$ cat config.mk
export PLATFORM = sky130hd
export DESIGN_NAME = iram_loader
export DESIGN_NICKNAME = d
export VERILOG_FILES = /design/src/rtl/iram_loader_pkg.sv /design/src/rtl/iram_loader_addr_ctr.sv /design/src/rtl/iram_loader.sv
export SDC_FILE = /design/constraint.sdc
export NUM_CORES = 1
export LEC_CHECK = 0
export ABC_AREA = 1
export CORE_MARGIN = 4
export CORE_UTILIZATION = 45
export DETAILED_ROUTE_END_ITERATION = 8
export GPL_ROUTABILITY_DRIVEN = 1
export GPL_TIMING_DRIVEN = 1
export HOLD_SLACK_MARGIN = 0.08
export PLACE_DENSITY = 0.72
export SYNTH_ARGS = -nofsm -noshare
export SYNTH_HDL_FRONTEND = slang
export SYNTH_SLANG_ARGS = --single-unit
$ cat constraint.sdc
create_clock -name clk_i -period 2 [get_ports clk_i]
set_input_delay 0.3 -clock clk_i [delete_from_list [all_inputs] [get_ports clk_i]]
set_output_delay 0.3 -clock clk_i [all_outputs]
set_load 0.05 [all_outputs]
$ cat src/rtl/iram_loader_pkg.sv
// iram_loader_pkg: loader FSM encodings and IRAM geometry shared with the IRAM and PC register
package iram_loader_pkg;
   localparam int IRAM_ADDR_W = 8;
   localparam int IRAM_DATA_W = 8;
   localparam int IRAM_DEPTH  = 1 << IRAM_ADDR_W;
   typedef enum logic [2:0] {
      LDR_IDLE,
      LDR_LEN,
      LDR_DATA,
      LDR_VERIFY,
      LDR_DONE
   } ldr_state_e;
endpackage

$ cat src/rtl/iram_loader_addr_ctr.sv
// ldr_addr_ctr: byte index and wrapped IRAM address, shared by the write and verify passes
module ldr_addr_ctr import iram_loader_pkg::*; #(
   parameter int                ADDR_W    = IRAM_ADDR_W,
   parameter logic [ADDR_W-1:0] BASE_ADDR = '0
) (
   input  logic              clk_i,
   input  logic              rst_ni,
   input  logic              clr_i,
   input  logic              inc_i,
   output logic [ADDR_W:0]   idx_o,
   output logic [ADDR_W-1:0] addr_o
);
   logic [ADDR_W:0] idx_q;
   // clear starts a new pass; increment on each accepted byte or issued read
   always_ff @(posedge clk_i or negedge rst_ni)
      if (!rst_ni) idx_q <= '0;
      else if (clr_i) idx_q <= '0;
      else if (inc_i) idx_q <= idx_q + 1'b1;
   assign idx_o  = idx_q;
   assign addr_o = BASE_ADDR + idx_q[ADDR_W-1:0];
endmodule

$ cat src/rtl/iram_loader.sv
// iram_loader: fills IRAM from a length-prefixed byte stream and holds the CPU in reset meanwhile
// Optional read-back checksum pass enabled by defining IRAM_LOADER_VERIFY_EN.
module iram_loader import iram_loader_pkg::*; #(
   parameter int                ADDR_W    = IRAM_ADDR_W,
   parameter int                DATA_W    = IRAM_DATA_W,
   parameter logic [ADDR_W-1:0] BASE_ADDR = '0
) (
   input  logic              clk_i,
   input  logic              rst_ni,
   input  logic              start_i,
   input  logic [DATA_W-1:0] in_data_i,
   input  logic              in_valid_i,
   output logic              in_ready_o,
   output logic [ADDR_W-1:0] ram_addr_o,
   output logic [DATA_W-1:0] ram_data_o,
   output logic              ram_wren_o,
   input  logic [DATA_W-1:0] ram_q_i,
   output logic              cpu_hold_o,
   output logic              busy_o,
   output logic              done_o,
   output logic              err_o,
   output logic [ADDR_W:0]   count_o
);
   ldr_state_e        state_q;
   logic [ADDR_W:0]   len_q, len_d, count_q, idx;
   logic [ADDR_W-1:0] len_b, ctr_addr, ram_addr_q;
   logic [DATA_W-1:0] sum_q, sum_d, ram_data_q;
   logic              ram_wren_q, cpu_hold_q, busy_q, done_q, err_q;
   logic              xfer, go, last, clr, inc;

   assign in_ready_o = state_q == LDR_LEN || state_q == LDR_DATA;
   assign xfer       = in_valid_i && in_ready_o;
   assign go         = start_i && (state_q == LDR_IDLE || state_q == LDR_DONE);
   assign last       = state_q == LDR_DATA && xfer && idx + 1'b1 == len_q;
   assign len_b      = ADDR_W'(in_data_i);
   assign len_d      = {~|len_b, len_b};
   assign sum_d      = sum_q + in_data_i;

`ifdef IRAM_LOADER_VERIFY_EN
   localparam ldr_state_e AFTER_DATA = LDR_VERIFY;
   logic              rd_q, rd_more;
   logic [DATA_W-1:0] vsum_q, vsum_d;
   assign rd_more = idx != len_q;
   assign vsum_d  = vsum_q + ram_q_i;
   assign clr     = go || last;
   assign inc     = (state_q == LDR_DATA && xfer) || (state_q == LDR_VERIFY && rd_more);
`else
   localparam ldr_state_e AFTER_DATA = LDR_DONE;
   logic unused_ram_q;
   assign unused_ram_q = ^ram_q_i;
   assign clr          = go;
   assign inc          = state_q == LDR_DATA && xfer;
`endif

   ldr_addr_ctr #(.ADDR_W(ADDR_W), .BASE_ADDR(BASE_ADDR)) u_ctr (
      .clk_i  (clk_i),
      .rst_ni (rst_ni),
      .clr_i  (clr),
      .inc_i  (inc),
      .idx_o  (idx),
      .addr_o (ctr_addr)
   );

   // loader FSM with registered IRAM write port and status outputs
   always_ff @(posedge clk_i or negedge rst_ni) begin
      if (!rst_ni) begin
         state_q    <= LDR_IDLE;
         len_q      <= '0;
         count_q    <= '0;
         sum_q      <= '0;
         ram_addr_q <= '0;
         ram_data_q <= '0;
         ram_wren_q <= 1'b0;
         cpu_hold_q <= 1'b1;
         busy_q     <= 1'b0;
         done_q     <= 1'b0;
         err_q      <= 1'b0;
`ifdef IRAM_LOADER_VERIFY_EN
         rd_q       <= 1'b0;
         vsum_q     <= '0;
`endif
      end else begin
         ram_wren_q <= 1'b0;
         case (state_q)
            LDR_LEN: if (in_valid_i) begin
               len_q   <= len_d;
               state_q <= LDR_DATA;
            end
            LDR_DATA: begin
               if (in_valid_i) begin
                  ram_wren_q <= 1'b1;
                  ram_addr_q <= ctr_addr;
                  ram_data_q <= in_data_i;
                  count_q    <= count_q + 1'b1;
                  sum_q      <= sum_d;
                  if (last) state_q <= AFTER_DATA;
               end
`ifdef IRAM_LOADER_VERIFY_EN
               rd_q   <= 1'b0;
               vsum_q <= '0;
`endif
            end
`ifdef IRAM_LOADER_VERIFY_EN
            // read back one address per cycle; ram_q arrives a cycle after its address
            LDR_VERIFY: begin
               rd_q <= rd_more;
               if (rd_more) ram_addr_q <= ctr_addr;
               if (rd_q) vsum_q <= vsum_d;
               if (rd_q && !rd_more) begin
                  err_q   <= vsum_d != sum_q;
                  state_q <= LDR_DONE;
               end
            end
`endif
            LDR_DONE: begin
               busy_q     <= 1'b0;
               done_q     <= 1'b1;
               cpu_hold_q <= err_q;
            end
            default: state_q <= LDR_IDLE;
         endcase
         if (go) begin
            state_q    <= LDR_LEN;
            busy_q     <= 1'b1;
            cpu_hold_q <= 1'b1;
            done_q     <= 1'b0;
            err_q      <= 1'b0;
            count_q    <= '0;
            sum_q      <= '0;
         end
      end
   end

   assign ram_addr_o = ram_addr_q;
   assign ram_data_o = ram_data_q;
   assign ram_wren_o = ram_wren_q;
   assign cpu_hold_o = cpu_hold_q;
   assign busy_o     = busy_q;
   assign done_o     = done_q;
   assign err_o      = err_q;
   assign count_o    = count_q;
endmodule

==> summary.md <==
| Metric | Value |
|---|---|
| IO Pins | 51 |
| Setup Skew | about 0.016 ns |
| Critical-path top delay cell | clkdlybuf4s50_1 |
| Antenna Cells | 0 |
| Effective utilization at floorplan | 0.4743 |
| Setup Slack @ Placement | between 0.3 and 0.4 ns |
| Most frequent cells in the layout | 92 x nand2_1, 49 x dfrtp_1, 46 x inv_1 |
| WS Path Type | flip-flop to output pin |
| RR Endpoint | state_q[1]$_DFFE_PN0P_ |
| CP endpoint | cpu_hold_o |
| Layout Nets | 386 |
| Buf/Inv on CP | 1 |
| Leak Pwr | around 1.5 nW |
| Worst EP arrival | approximately 1.7 ns |
| Tot GR Track Use | 0.1887 |
| CP peak stage delay | roughly 0.8 ns |
| Synth top area share | 0.4967 |
| CP required | ~1.7 ns |
| Hold Vio Cnt, Final | 0 |
| H-tree levels | 2 |
| Mapped Cells | roughly 320 |
| Die Y-Extent | 82.07 um |
| Clock Latency Late Sink | 0.32 ns |
| Top area cells in the synthesized netlist | dfrtp_1 50%, nand2_1 14%, o21ai_0 7.1% |
| Fin area | 3134 sq um |
| Buffers inserted by post-CTS timing repair | 0 |
| Number of routed nets with antenna violations | 0 |
| Worst Setup End Kind | output pin |
| 1st-pass router iterations | 5 |
| Most common cell after layout, fill and taps aside | nand2_1 |
| CTS tree | yes |
| Number of global-route vias before repair | 2176 |
| Status | complete, no violations |
| Sequential-to-total area share from yosys stat | 0.5073 |
| Setup TNS | 0 ns |
| Cell taking the most area after synthesis | dfrtp_1 |
| Max frequency | 513.6 MHz |
| Post-CTS sizing | 0 |
| RSZ-0062 raised after global routing | no |
| Worst R2R Start | u_ctr.idx_o[0]$_DFFE_PN0P_ |
| Critical Path Start Type | flip-flop |
| DRC viols | 0 |
| Worst-margin pin slew | roughly 0.57 ns |
| Synth warn | 0 |
| FF+latch count, synth | 50 |
| CTS buffer count | 5 |
| R2R depth | 10 |
| Die X | between 80 and 90 um |
| Core Area | approximately 5200 sq um |
| Post-synthesis cell type count | 30 |
| DP HPWL | ~4100 um |
| Vias per cell | 4.901 |
| Worst slew margin | 0.6194 |
| Max_cap viols | 0 |
| Power Density | approximately 1200 nW/um^2 |
| Synth Net Count | approximately 340 |
| Crit-path leading delay family | buffers and inverters |
| Avg Inst Size Synth | approximately 8 sq um |
| Final WL | around 5500 um |
| Drt wl/cell | approximately 13 um |
| Grt total ovfl | 0 |
| Mapped cell area | 2469 sq um |
| Final core occ | 0.6022 |
| Vias | between 2000 and 2500 |
| Fill count | 490 |
| Area after DPL | about 3000 sq um |
| Layout cell share with drive strength beyond 1 | 0.08219 |
| Initial antenna violation count | 0 |
| Final Setup Violations | 0 |
| Placer Congestion | 0.8416 |
| Iter 0 DRT Violations | roughly 130 |
| CP Max Fanout | 2 |
| Row cnt | 26 |
| Crit path time final | just under 2 ns |
| Buffers on Ports | 41 |
| Final worst-path cycle share | 0.9734 |
| Final Max Slew Viols | 0 |
| Flop-to-flop setup slack | about 0.31 ns |
| Global-route wire length before repair | roughly 10000 um |
| CTS root buf | clkbuf_8 |
| Reg clk slew, reported paths | approximately 0.090 ns |
| Clock buffer depth | 2 |
| Setup ws final | 0.05310 ns |
| Crit. path cell count | 1 |
| Max IR drop VDD | about 0.84 mV |
| Crit path cell chain | clkdlybuf4s50_1 |
| Hold Buf Count CTS | 1 |
| Die area | slightly below 7000 sq um |
| Sink Count | 50 |
| Critical path origin | cpu_hold_o$_DFFE_PN1P_ |
| Area grow syn2layout | 26.96% |
| Largest net degree at the start of global routing | 29 |
| Worst hold path class | flip-flop to flip-flop |
per-stage QoR:
| step | std cells | power (mW) | hold slack (ns) |
|---|---|---|---|
| final | 435 | 3.913 | 0.4780 |
| after global routing | 435 | 4.185 | 0.5088 |
| after CTS | 435 | 3.953 | 0.4821 |
| after detailed placement | 426 | 3.320 | 0.3259 |
| after global placement | 426 | 3.277 | 0.3246 |
| after floorplan | 315 | 2.626 | 0.004409 |
how the worst min path moves through the flow:
stage	startpoint	to	cells past startpoint
after floorplan	rst_ni	busy_o$_DFFE_PN0P_	0
after global placement	rst_ni	ram_addr_o[5]$_DFFE_PN0P_	1
after detailed placement	rst_ni	ram_addr_o[5]$_DFFE_PN0P_	1
after CTS	cpu_hold_o$_DFFE_PN1P_	cpu_hold_o$_DFFE_PN1P_	2
after global routing	ram_addr_o[2]$_DFFE_PN0P_	ram_addr_o[2]$_DFFE_PN0P_	2
final	cpu_hold_o$_DFFE_PN1P_	cpu_hold_o$_DFFE_PN1P_	2
routing by layer:
layer  GRT usage  up-vias  wire (um)  share of wire
met5           0        -          0              0
met4     0.08804        0         79          0.014
met3     0.02851        8        286          0.052
met2      0.3021       62       2504           0.46
met1      0.2507      957       2615           0.48
li1            -     1105          -              -
worst register-to-register path, cell delays in order (launching register included):
cell and delay, ns:
dfrtp_1 0.41, ha_1 0.22, nand2_1 0.14, o21ai_0 0.25
nand2_1 0.11, nand2_1 0.09, nand3_1 0.08, nor2_1 0.11
nand2_1 0.07, nand2_1 0.05, nand2_1 0.04
cell families after synthesis:
group / after synthesis / synth area share
adders and majority gates: 2 / 0.01014
xor gates and xnor gates: 2 / 0.007097
and+or+nand+nor: 158 / 0.2833
buffers and inverters: 56 / 0.09073
DFF: 50 / 0.5074
AOI/OAI and AO/OA: 46 / 0.09985
other: 1 / 0.001519
sequential cells by signal, indices dropped and copies added (netlist names):
signal,cells
busy_o,1
count_o,9
cpu_hold_o,1
done_o,1
len_q,9
ram_addr_o,8
ram_data_o,8
ram_wren_o,1
state_q,3
u_ctr.idx_o,9
cells in the mapped netlist, drive strengths merged:
library cell,n
o21a,1
xor2,2
nor4,1
nand4,4
dfstp,1
nand3b,3
buf,4
dfrtp,49
nand3,26
nand2,94
inv,47
a32o,1
nor2,22
ha,2
conb,1
clkbuf,5
and3,1
o21ai,36
a21oi,4
o22ai,4
nor3,7
cell type report:
| type | count | area (sq um) | share of cell area |
|---|---|---|---|
| sequential | 50 | 1252 | 0.3996 |
| timing repair buffer | 51 | 530.5 | 0.1693 |
| multi-input combinational | 209 | 992.2 | 0.3166 |
| clock buffer | 5 | 68.82 | 0.02196 |
| inverter | 47 | 176.4 | 0.05629 |
| tap | 70 | 87.58 | 0.02794 |
| clock inverter | 3 | 26.28 | 0.008383 |
report_power, final:
part           internal (mW)  switching (mW)
Clock                  0.258           0.362
Combinational          0.645            1.19
Sequential              1.27           0.192
Total                   2.17            1.74
Note: power is estimated with default switching activity, not from simulation.
==> patch: new RTL, same settings <==
The option `IRAM_LOADER_VERIFY_EN` is turned on by a define.
--- a/src/rtl/iram_loader.sv
+++ b/src/rtl/iram_loader.sv
@@ -1,4 +1,6 @@
 // iram_loader: fills IRAM from a length-prefixed byte stream and holds the CPU in reset meanwhile
 // Optional read-back checksum pass enabled by defining IRAM_LOADER_VERIFY_EN.
+`define IRAM_LOADER_VERIFY_EN
+
 module iram_loader import iram_loader_pkg::*; #(
    parameter int                ADDR_W    = IRAM_ADDR_W,
Check against the original RTL: not equivalent (Yosys sat finds a counterexample within 10 cycles, from zero or initial values and one cycle with rst_ni low).
==> patch against the unedited design <==
- register-to-register slack got worse by 0.25 ns
- sequential power rose by 45%
- total power rose by 81%
- routed wire length rose by 75%
- worst setup slack improved by 0.0089 ns
- hold slack got worse by 0.063 ns
- non-clock buffer count rose by 34
- final area rose by 65%
- area after synthesis rose by 63%
- sequential cell count rose by 18
- maximum frequency rose by 0.46%
==> patch: results (changes against the unedited design) <==
metric	value	unit	change
status	complete, no violations		
vias	3633		+70%
r2r_end	err_o$_DFFE_PN0P_		
r2r_start	vsum_q[0]$_DFFE_PN0P_		
totalWireLength	9596	µm	+75%
initial_core_util	46.07	%	-1.4 points
place.detailed.instances	696		+63%
worstSetupStartpoint	vsum_q[0]$_DFFE_PN0P_		
ir_drop	613.5	µV	-27%
tightest_slew	0.5054	ns	-0.06549 ns
synth.area.top_cells	dfrtp_1 (42%), nand2_1 (14%), nand3_1 (5.9%), inv_1 (5.4%), ha_1 (5.0%)		
dp_hpwl	7354	µm	+77%
place_area	4856	µm²	+60%
crit_end	err_o$_DFFE_PN0P_		
cts_buffers	9		+4
antenna_cells	0		unchanged
htreeDepth	3		+1
drt_iter0_markers	169		+33%
nNetsFinal	640		+66%
place_congestion	0.9348		+11%
holdWs	0.4148	ns	-0.06319 ns
fin_worst_skew	0.009282	ns	-0.006959 ns
instances_no_fill	715		+64%
drive_gt1_share	16.31	%	+8.1 points
critPathMaxFanout	3		+1
ff2ff_setup_slack	0.06	ns	-0.25 ns
synthFlopType	dfrtp_1		
period_minus_slack	1.938	ns	-0.008947 ns
syn-mean-instance-area	7.801	µm²	-0.46%
dpl_worst_slack	-0.3283	ns	-0.6301 ns
hold_path_class	in2async		
grt_usage	19.74	%	+0.87 points
synth.distinct_cells	43		+43%
yosysSeqAreaShare	42.39	%	-8.3 points
r2r_cells	12		+2
synth_commonest_cells	nand2_1 (147), dfrtp_1 (67), inv_1 (58)		
syn-num-nets	553		+64%
drt_pre_antenna_iters	4		-1
grt_max_degree	32		+10%
clock_latency	0.34	ns	+0.02 ns
p_leak	2.557	nW	+73%
io_buffers	50		+22%
cp.arrival	2.16	ns	+0.51 ns
grt_pass1_wl	16290	µm	+68%
==> patch: power breakdown <==
| group | internal (mW) | leakage, nW | switching, mW | total, mW |
|---|---|---|---|---|
| Combinational | 1.44 | 1.55 | 2.17 | 3.61 |
| Clock | 0.826 | 0.117 | 0.544 | 1.37 |
| Sequential | 1.76 | 0.894 | 0.345 | 2.11 |
==> patch: timing repair <==
| item | in CTS | in global routing |
|---|---|---|
| pin swaps | 0 | 11 |
| endpoints found under the setup margin | 1 | 10 |
| hold buffers | 1 | 0 |
| resized for setup | 1 | 14 |
| setup buffers | 0 | 2 |
| hold endpoints to repair | 14 | 0 |
==> patch: kinds of logic after synthesis <==
family          count (synthesis)  synth area share (%)
simple gates                  268                 30.21
buf+inv                        75                 7.879
compound gates                 69                 9.655
flops                          68                 42.39
fa+ha+maj                      18                 5.979
xor+xnor                       17                 3.893
==> patch: final cells by class <==
class / instances / area, µm²
timing repair buffer: 85 / 798.3
clock inverter: 5 / 100.1
sequential: 68 / 1705
fill: 764 / 3558
clock buffer: 11 / 131.4
multi-input combinational: 372 / 2043
inverter: 66 / 249.0
tap: 108 / 135.1
==> patch: critical path: stages (launching register included) <==
cell     delay (ns)
dfrtp_1        0.42
ha_4           0.18
fa_2           0.43
nand3_2        0.10
nand3_2        0.07
nand2_2        0.09
nand2_2        0.06
nand2_2        0.05
nand2_1        0.05
nor2_1         0.10
nand3_1        0.08
nor2_1         0.12
a21oi_1        0.08
==> patch: per-layer routing <==
layer / global-route usage, % / share of wire [%]
met2: 33.96 / 49
met1: 25.02 / 45
met3: 3.992 / 4.0
met5: 0 / 0
met4: 6.054 / 2.1
